### src/rtl/pwm_pkg.sv
// Shared definitions for the PWM generator and detector pair.
package pwm_pkg;

    localparam int unsigned PWM_CNT_WIDTH  = 32;
    localparam int unsigned PWM_MIN_PERIOD = 2;

    typedef enum logic {
        IDLE = 1'b0,
        RUN  = 1'b1
    } pwm_state_e;

endpackage

### src/rtl/pwm_tick_gen.sv
// Prescaler: one-cycle tick every CLK_DIV clocks, restartable by a synchronous clear.
module pwm_tick_gen #(
    parameter int unsigned CLK_DIV = 1
) (
    input  logic pwd_clk,
    input  logic sysreset,
    input  logic clear,
    output logic tick
);

    localparam int unsigned DW = (CLK_DIV > 1) ? $clog2(CLK_DIV) : 1;
    localparam logic [DW-1:0] LAST = DW'(CLK_DIV - 1);

    logic [DW-1:0] div_cnt;

    // With CLK_DIV=1, LAST is 0 and div_cnt never leaves 0, so tick is constant high.
    always_ff @(posedge pwd_clk or posedge sysreset) begin
        if (sysreset) begin
            div_cnt <= '0;
        end else if (clear || (div_cnt == LAST)) begin
            div_cnt <= '0;
        end else begin
            div_cnt <= div_cnt + 1'b1;
        end
    end

    assign tick = (div_cnt == LAST);

endmodule

### src/rtl/pwm_gen.sv
// PWM generator: double-buffered period/high configuration applied only at period boundaries.
module pwm_gen
    import pwm_pkg::*;
#(
    parameter int unsigned CNT_WIDTH = PWM_CNT_WIDTH,
    parameter int unsigned CLK_DIV   = 1
) (
    input  logic                 pwd_clk,
    input  logic                 sysreset,
    input  logic                 enable,
    input  logic                 cfg_valid,
    output logic                 cfg_ready,
    input  logic [CNT_WIDTH-1:0] cfg_period,
    input  logic [CNT_WIDTH-1:0] cfg_high,
    output logic                 cfg_err,
    output logic                 pwm_out,
    output logic                 period_start
);

    pwm_state_e           state, state_nxt;
    logic                 pend_full, pend_full_nxt;
    logic [CNT_WIDTH-1:0] pend_period, pend_period_nxt;
    logic [CNT_WIDTH-1:0] pend_high, pend_high_nxt;
    logic [CNT_WIDTH-1:0] act_period, act_period_nxt;
    logic [CNT_WIDTH-1:0] act_high, act_high_nxt;
    logic [CNT_WIDTH-1:0] count, count_nxt;
    logic                 pwm_nxt, start_nxt, err_nxt;

    logic                 accept, reject, consume, last, tick, tick_clear;
    logic [CNT_WIDTH-1:0] high_clamped;

    assign cfg_ready    = ~pend_full;
    assign accept       = cfg_valid & ~pend_full;
    assign reject       = (cfg_period < CNT_WIDTH'(PWM_MIN_PERIOD));
    assign high_clamped = (cfg_high > cfg_period) ? cfg_period : cfg_high;
    assign last         = (count == (act_period - 1'b1));

    pwm_tick_gen #(
        .CLK_DIV(CLK_DIV)
    ) u_tick (
        .pwd_clk (pwd_clk),
        .sysreset(sysreset),
        .clear   (tick_clear),
        .tick    (tick)
    );

    always_comb begin
        state_nxt       = state;
        pend_full_nxt   = pend_full;
        pend_period_nxt = pend_period;
        pend_high_nxt   = pend_high;
        act_period_nxt  = act_period;
        act_high_nxt    = act_high;
        count_nxt       = count;
        pwm_nxt         = pwm_out;
        start_nxt       = 1'b0;
        err_nxt         = accept & reject;
        consume         = 1'b0;
        tick_clear      = 1'b0;

        case (state)
            IDLE: begin
                pwm_nxt = 1'b0;
                if (enable && pend_full) begin
                    state_nxt  = RUN;
                    consume    = 1'b1;
                    count_nxt  = '0;
                    start_nxt  = 1'b1;
                    tick_clear = 1'b1;
                end
            end
            RUN: begin
                // pwm_out trails the counter by one tick, so the last count of a
                // period is still driven on the wrap edge (including into IDLE).
                if (tick) begin
                    pwm_nxt = (count < act_high);
                    if (last) begin
                        count_nxt = '0;
                        if (enable) begin
                            start_nxt = 1'b1;
                            consume   = pend_full;
                        end else begin
                            state_nxt = IDLE;
                        end
                    end else begin
                        count_nxt = count + 1'b1;
                    end
                end
            end
        endcase

        if (consume) begin
            act_period_nxt = pend_period;
            act_high_nxt   = pend_high;
            pend_full_nxt  = 1'b0;
        end

        // accept needs an empty slot and consume a full one, so they never coincide.
        if (accept && !reject) begin
            pend_full_nxt   = 1'b1;
            pend_period_nxt = cfg_period;
            pend_high_nxt   = high_clamped;
        end
    end

    always_ff @(posedge pwd_clk or posedge sysreset) begin
        if (sysreset) begin
            state        <= IDLE;
            pend_full    <= 1'b0;
            pend_period  <= '0;
            pend_high    <= '0;
            act_period   <= '0;
            act_high     <= '0;
            count        <= '0;
            pwm_out      <= 1'b0;
            period_start <= 1'b0;
            cfg_err      <= 1'b0;
        end else begin
            state        <= state_nxt;
            pend_full    <= pend_full_nxt;
            pend_period  <= pend_period_nxt;
            pend_high    <= pend_high_nxt;
            act_period   <= act_period_nxt;
            act_high     <= act_high_nxt;
            count        <= count_nxt;
            pwm_out      <= pwm_nxt;
            period_start <= start_nxt;
            cfg_err      <= err_nxt;
        end
    end

endmodule

### config.mk
export PLATFORM = sky130hd
export DESIGN_NAME = pwm_gen
export DESIGN_NICKNAME = d
export VERILOG_FILES = /design/src/rtl/pwm_pkg.sv /design/src/rtl/pwm_tick_gen.sv /design/src/rtl/pwm_gen.sv
export SDC_FILE = /design/constraint.sdc
export NUM_CORES = 1
export LEC_CHECK = 0
export ABC_CLOCK_PERIOD_IN_PS = 10300
export BUFFER_PORTS_ARGS = -buffer_cell sky130_fd_sc_hd__buf_2
export CORE_MARGIN = 2
export CORE_UTILIZATION = 23
export CTS_CLUSTER_DIAMETER = 50
export DETAILED_ROUTE_END_ITERATION = 12
export GPL_ROUTABILITY_DRIVEN = 0
export GPL_TIMING_DRIVEN = 0
export PLACE_DENSITY = 0.47
export SLEW_MARGIN = 20
export SYNTH_ARGS = -nofsm -noshare
export SYNTH_HDL_FRONTEND = slang
export SYNTH_HIERARCHICAL = 1
export SYNTH_SLANG_ARGS = --single-unit
### constraint.sdc
create_clock -name pwd_clk -period 10.3 [get_ports pwd_clk]
set_clock_uncertainty 0.05 [all_clocks]
set_input_delay 1.545 -clock pwd_clk [delete_from_list [all_inputs] [get_ports pwd_clk]]
set_output_delay 1.545 -clock pwd_clk [all_outputs]
set_load 0.05 [all_outputs]
==> results.txt <==
Ranked by instance count, the synthesized netlist is headed by 166 x sky130_fd_sc_hd__dfrtp_1, 77 x sky130_fd_sc_hd__inv_1, 76 x sky130_fd_sc_hd__nor2_1. After legalization and detailed placement, the total HPWL measured 22,720 um. The logs give 0.1255 for the aggregate global-route resource usage and 28,600 um for the routed wire length.

The clock sink total is 166. Yosys instantiated no cell more often than sky130_fd_sc_hd__dfrtp_1. The sequential power share came out at 0.437. The library cell with the largest summed area after synthesis was sky130_fd_sc_hd__dfrtp_1. For the largest net degree at the start of global routing, the log shows 105. Pin placement for this block handled 72 I/O pins.

Ranked by total cell area, the synthesized netlist is headed by sky130_fd_sc_hd__dfrtp_1 39%, sky130_fd_sc_hd__mux2_4 8.6%, sky130_fd_sc_hd__ha_1 7.7%. Data arrival time of the worst path: 5.09 ns. The number of clock buffers added by TritonCTS is 17.

The share of the clock period used by the worst path was 0.4697; the mean number of vias per cell was 4.494. Synthesis handed over a netlist of 1,033 instances. Synthesis instantiated 66 different standard cells from the library. Dividing the detail-routed wire length by the instance count gives 16.47 um.

The share of synthesized flip-flops with an asynchronous set or reset is 1.000. The total overflow left after global routing is 0. At the placement stage, the worst setup path has a slack of 4.714 ns. After detailed placement, the design holds a cell count of 1,705. After layout, the worst setup slack is 5.462 ns. The area share of the largest cell type after synthesis was 0.3945. Setup violations remaining at the end of the flow were counted as 0. The tools report the maximum ir drop on the vdd rail as 0.09185 mV. The number of remaining DRC errors is 0.

The horizontal extent of the die was 218.0 um; the first-pass iteration count of the detailed router was 5. The tool flagged a number of max-cap violations equal to 0. The clock-pin slew on the worst setup and hold paths works out to 0.07 ns. The post-synthesis to final-layout area growth works out to 16.92%. The tools report the initial DRC count as 398. The worst setup path is launched from an input pin. Count of input and output buffers: 71. For this design the static power due to leakage is 5.921 nW. The required time of the worst setup path came out at 10.55 ns. After synthesis the netlist holds a flip-flop and latch count of 166.

The post-cts sizing count came out at 0. The tools report the relative contribution of combinational cells to total power as 0.143. The tree is rooted in a sky130_fd_sc_hd__clkbuf_16.

The repair_antennas step left the layout with diodes totalling 0. The die covers 47,500 um2. The run gives 0 as the count of pins over their slew limit. The routed layout has 7,806 vias. For the count of nets after finishing, the log shows 1,257. The worst setup path is of the input pin to flip-flop kind. The synthesized netlist occupies a cell area of 10,530 um2.

The number of antenna violations at the first check in global routing is 0, and the number of flops mapped to enable cells by yosys is 0. Share of final-layout standard cells stronger than drive strength 1: 0.1988. Across all hold checks on the routed design, the worst slack comes to 0.4520 ns.

The total negative setup slack is 0 ns, and the hold violation total from the final report is 0. The logs give 1,737 for the number of non-filler instances in the completed layout and 45,280 um2 for the standard cell core area. The measured slew at the worst slew-check pin works out to 0.9932 ns.

For the number of hold buffers added after CTS, the log shows 0. CTS built an H-tree with a depth of 4. The first global-routing pass estimated 45,580 um of wire.

The proportion of total power due to net switching is 0.2765, and the clock latency at the later pin of the worst-skew pair is 0.45 ns. The tools report the clock power share as 0.420. The min-delay analysis places its worst path in the category flip-flop to flip-flop. In this run the remaining antenna-violating nets after routing total 0. The floorplan has 78 rows. The sequential element share of the synthesized area is 0.3945, and the average size of a mapped cell is 10.19 um2. The tools report the number of global-route vias before repair as 7,929. The number of nets in the synthesized netlist is 1,166. The normalized max-slew margin was 0.3318; the highest attainable clock frequency was 0.2067 GHz. Power spread over the standard cell area amounts to 134.7 nW/um2. From bottom edge to top edge, the die measures 218.0 um. For this run, the number of Yosys warnings is 6.

In this run the worst path has a maximum fanout of 10. Subtracting the final worst setup slack from the clock period gives 4.838 ns. STA classifies the critical path endpoint as a flip-flop. The dominant register cell in the synthesized netlist was sky130_fd_sc_hd__dfrtp_1. TritonCTS built the clock tree.

The total internal power came out at 1.199 mW. The effective utilization at floorplan is 0.2325, and the switching power of the nets is 0.4584 mW. Setup repair after global routing left no endpoint under its margin. The flow ran to the end, and the final reports show no timing, DRC or antenna violations.

Counting along the longest clock path gives a buffer depth of 2. The number of setup buffers added after CTS is 0.
[metal layers]
| metal | wire, um | global-route usage |
|---|---|---|
| met1 | 13360 | 0.1586 |
| met5 | 0 | 0 |
| met4 | 958 | 0.06100 |
| met2 | 13620 | 0.2091 |
| met3 | 660 | 0.01855 |
[registers in the layout, indices dropped and copies added, names as in the netlist]
| signal | cells |
|---|---|
| count | 32 |
| pend_full | 1 |
| act_high | 32 |
| cfg_err | 1 |
| pend_period | 32 |
| state | 1 |
| pwm_out | 1 |
| act_period | 32 |
| pend_high | 32 |
| u_tick/div_cnt | 1 |
| period_start | 1 |
[placed cells by master, fill, tap and decap left out, types with 35 or more instances in the layout]
cell type / instances
sky130_fd_sc_hd__dfrtp_1: 166
sky130_fd_sc_hd__nor2_1: 76
sky130_fd_sc_hd__inv_1: 76
sky130_fd_sc_hd__buf_2: 72
sky130_fd_sc_hd__nand2_1: 67
sky130_fd_sc_hd__ha_1: 65
sky130_fd_sc_hd__mux2_4: 60
sky130_fd_sc_hd__a21oi_1: 46
sky130_fd_sc_hd__nor3_1: 37
sky130_fd_sc_hd__mux2i_1: 37
sky130_fd_sc_hd__mux2_2: 36
sky130_fd_sc_hd__clkbuf_1: 35
[area by class of cell]
class	count	area (um2)
fill	4859	32970
multi-input combinational	741	5762
sequential	166	4154
tap	600	750.7
clock buffer	21	480.5
timing repair buffer	72	382.9
buffer	49	324.1
inverter	77	296.5
clock inverter	11	160.2
[power by group through the flow]
stage               sequential [mW]  clock [mW]  combinational, mW
global placement              0.737           0              0.235
floorplan                     0.724           0              0.161
global route                  0.730       0.742              0.269
CTS                           0.725       0.715              0.241
finish                        0.725       0.696              0.237
detailed placement            0.737           0              0.241
[metrics by stage]
step,instance area [um2],power [mW],utilization
2_1_floorplan,10530,0.8853,-
3_3_place_gp,11630,0.9717,0.2569
3_5_place_dp,11670,0.9775,0.2577
4_1_cts,12310,1.682,0.2719
5_1_grt,12310,1.741,0.2719
6_report,12310,1.658,0.2719
[cells by family after synthesis]
family / count (synthesis) / synth area share
simple gates: 326 / 0.1648
flops: 166 / 0.3945
xor+xnor: 47 / 0.04040
compound gates: 169 / 0.1052
mux: 133 / 0.1592
fa+ha+maj: 65 / 0.07724
other cells: 1 / 0.0003562
buf+inv: 126 / 0.05823
[critical path: stages]
cell                       delay [ns]
sky130_fd_sc_hd__buf_2           0.21
sky130_fd_sc_hd__inv_1           0.07
sky130_fd_sc_hd__ha_1            0.29
sky130_fd_sc_hd__nand4_1         0.15
sky130_fd_sc_hd__nor4_1          0.54
sky130_fd_sc_hd__nand2_1         0.22
sky130_fd_sc_hd__nor4_1          0.86
sky130_fd_sc_hd__a31oi_1         0.30
sky130_fd_sc_hd__clkbuf_1        0.47
sky130_fd_sc_hd__mux2i_1         0.31
sky130_fd_sc_hd__a21oi_1         0.09
[final timing paths]
path	from	cells past startpoint	end	slack, ns
worst max-delay path	cfg_period[29]	11	pend_high[1]	5.46
worst min-delay path	pend_period[2]	1	act_period[2]	0.45
worst max register to register	act_period[3]	9	count[3]	5.85
worst min register to register	pend_period[2]	1	act_period[2]	0.45
max in group asynchronous	sysreset	3	act_high[2]	8.21
min in group asynchronous	sysreset	2	u_tick/div_cnt	0.93
(Power assumes the default switching activity.)
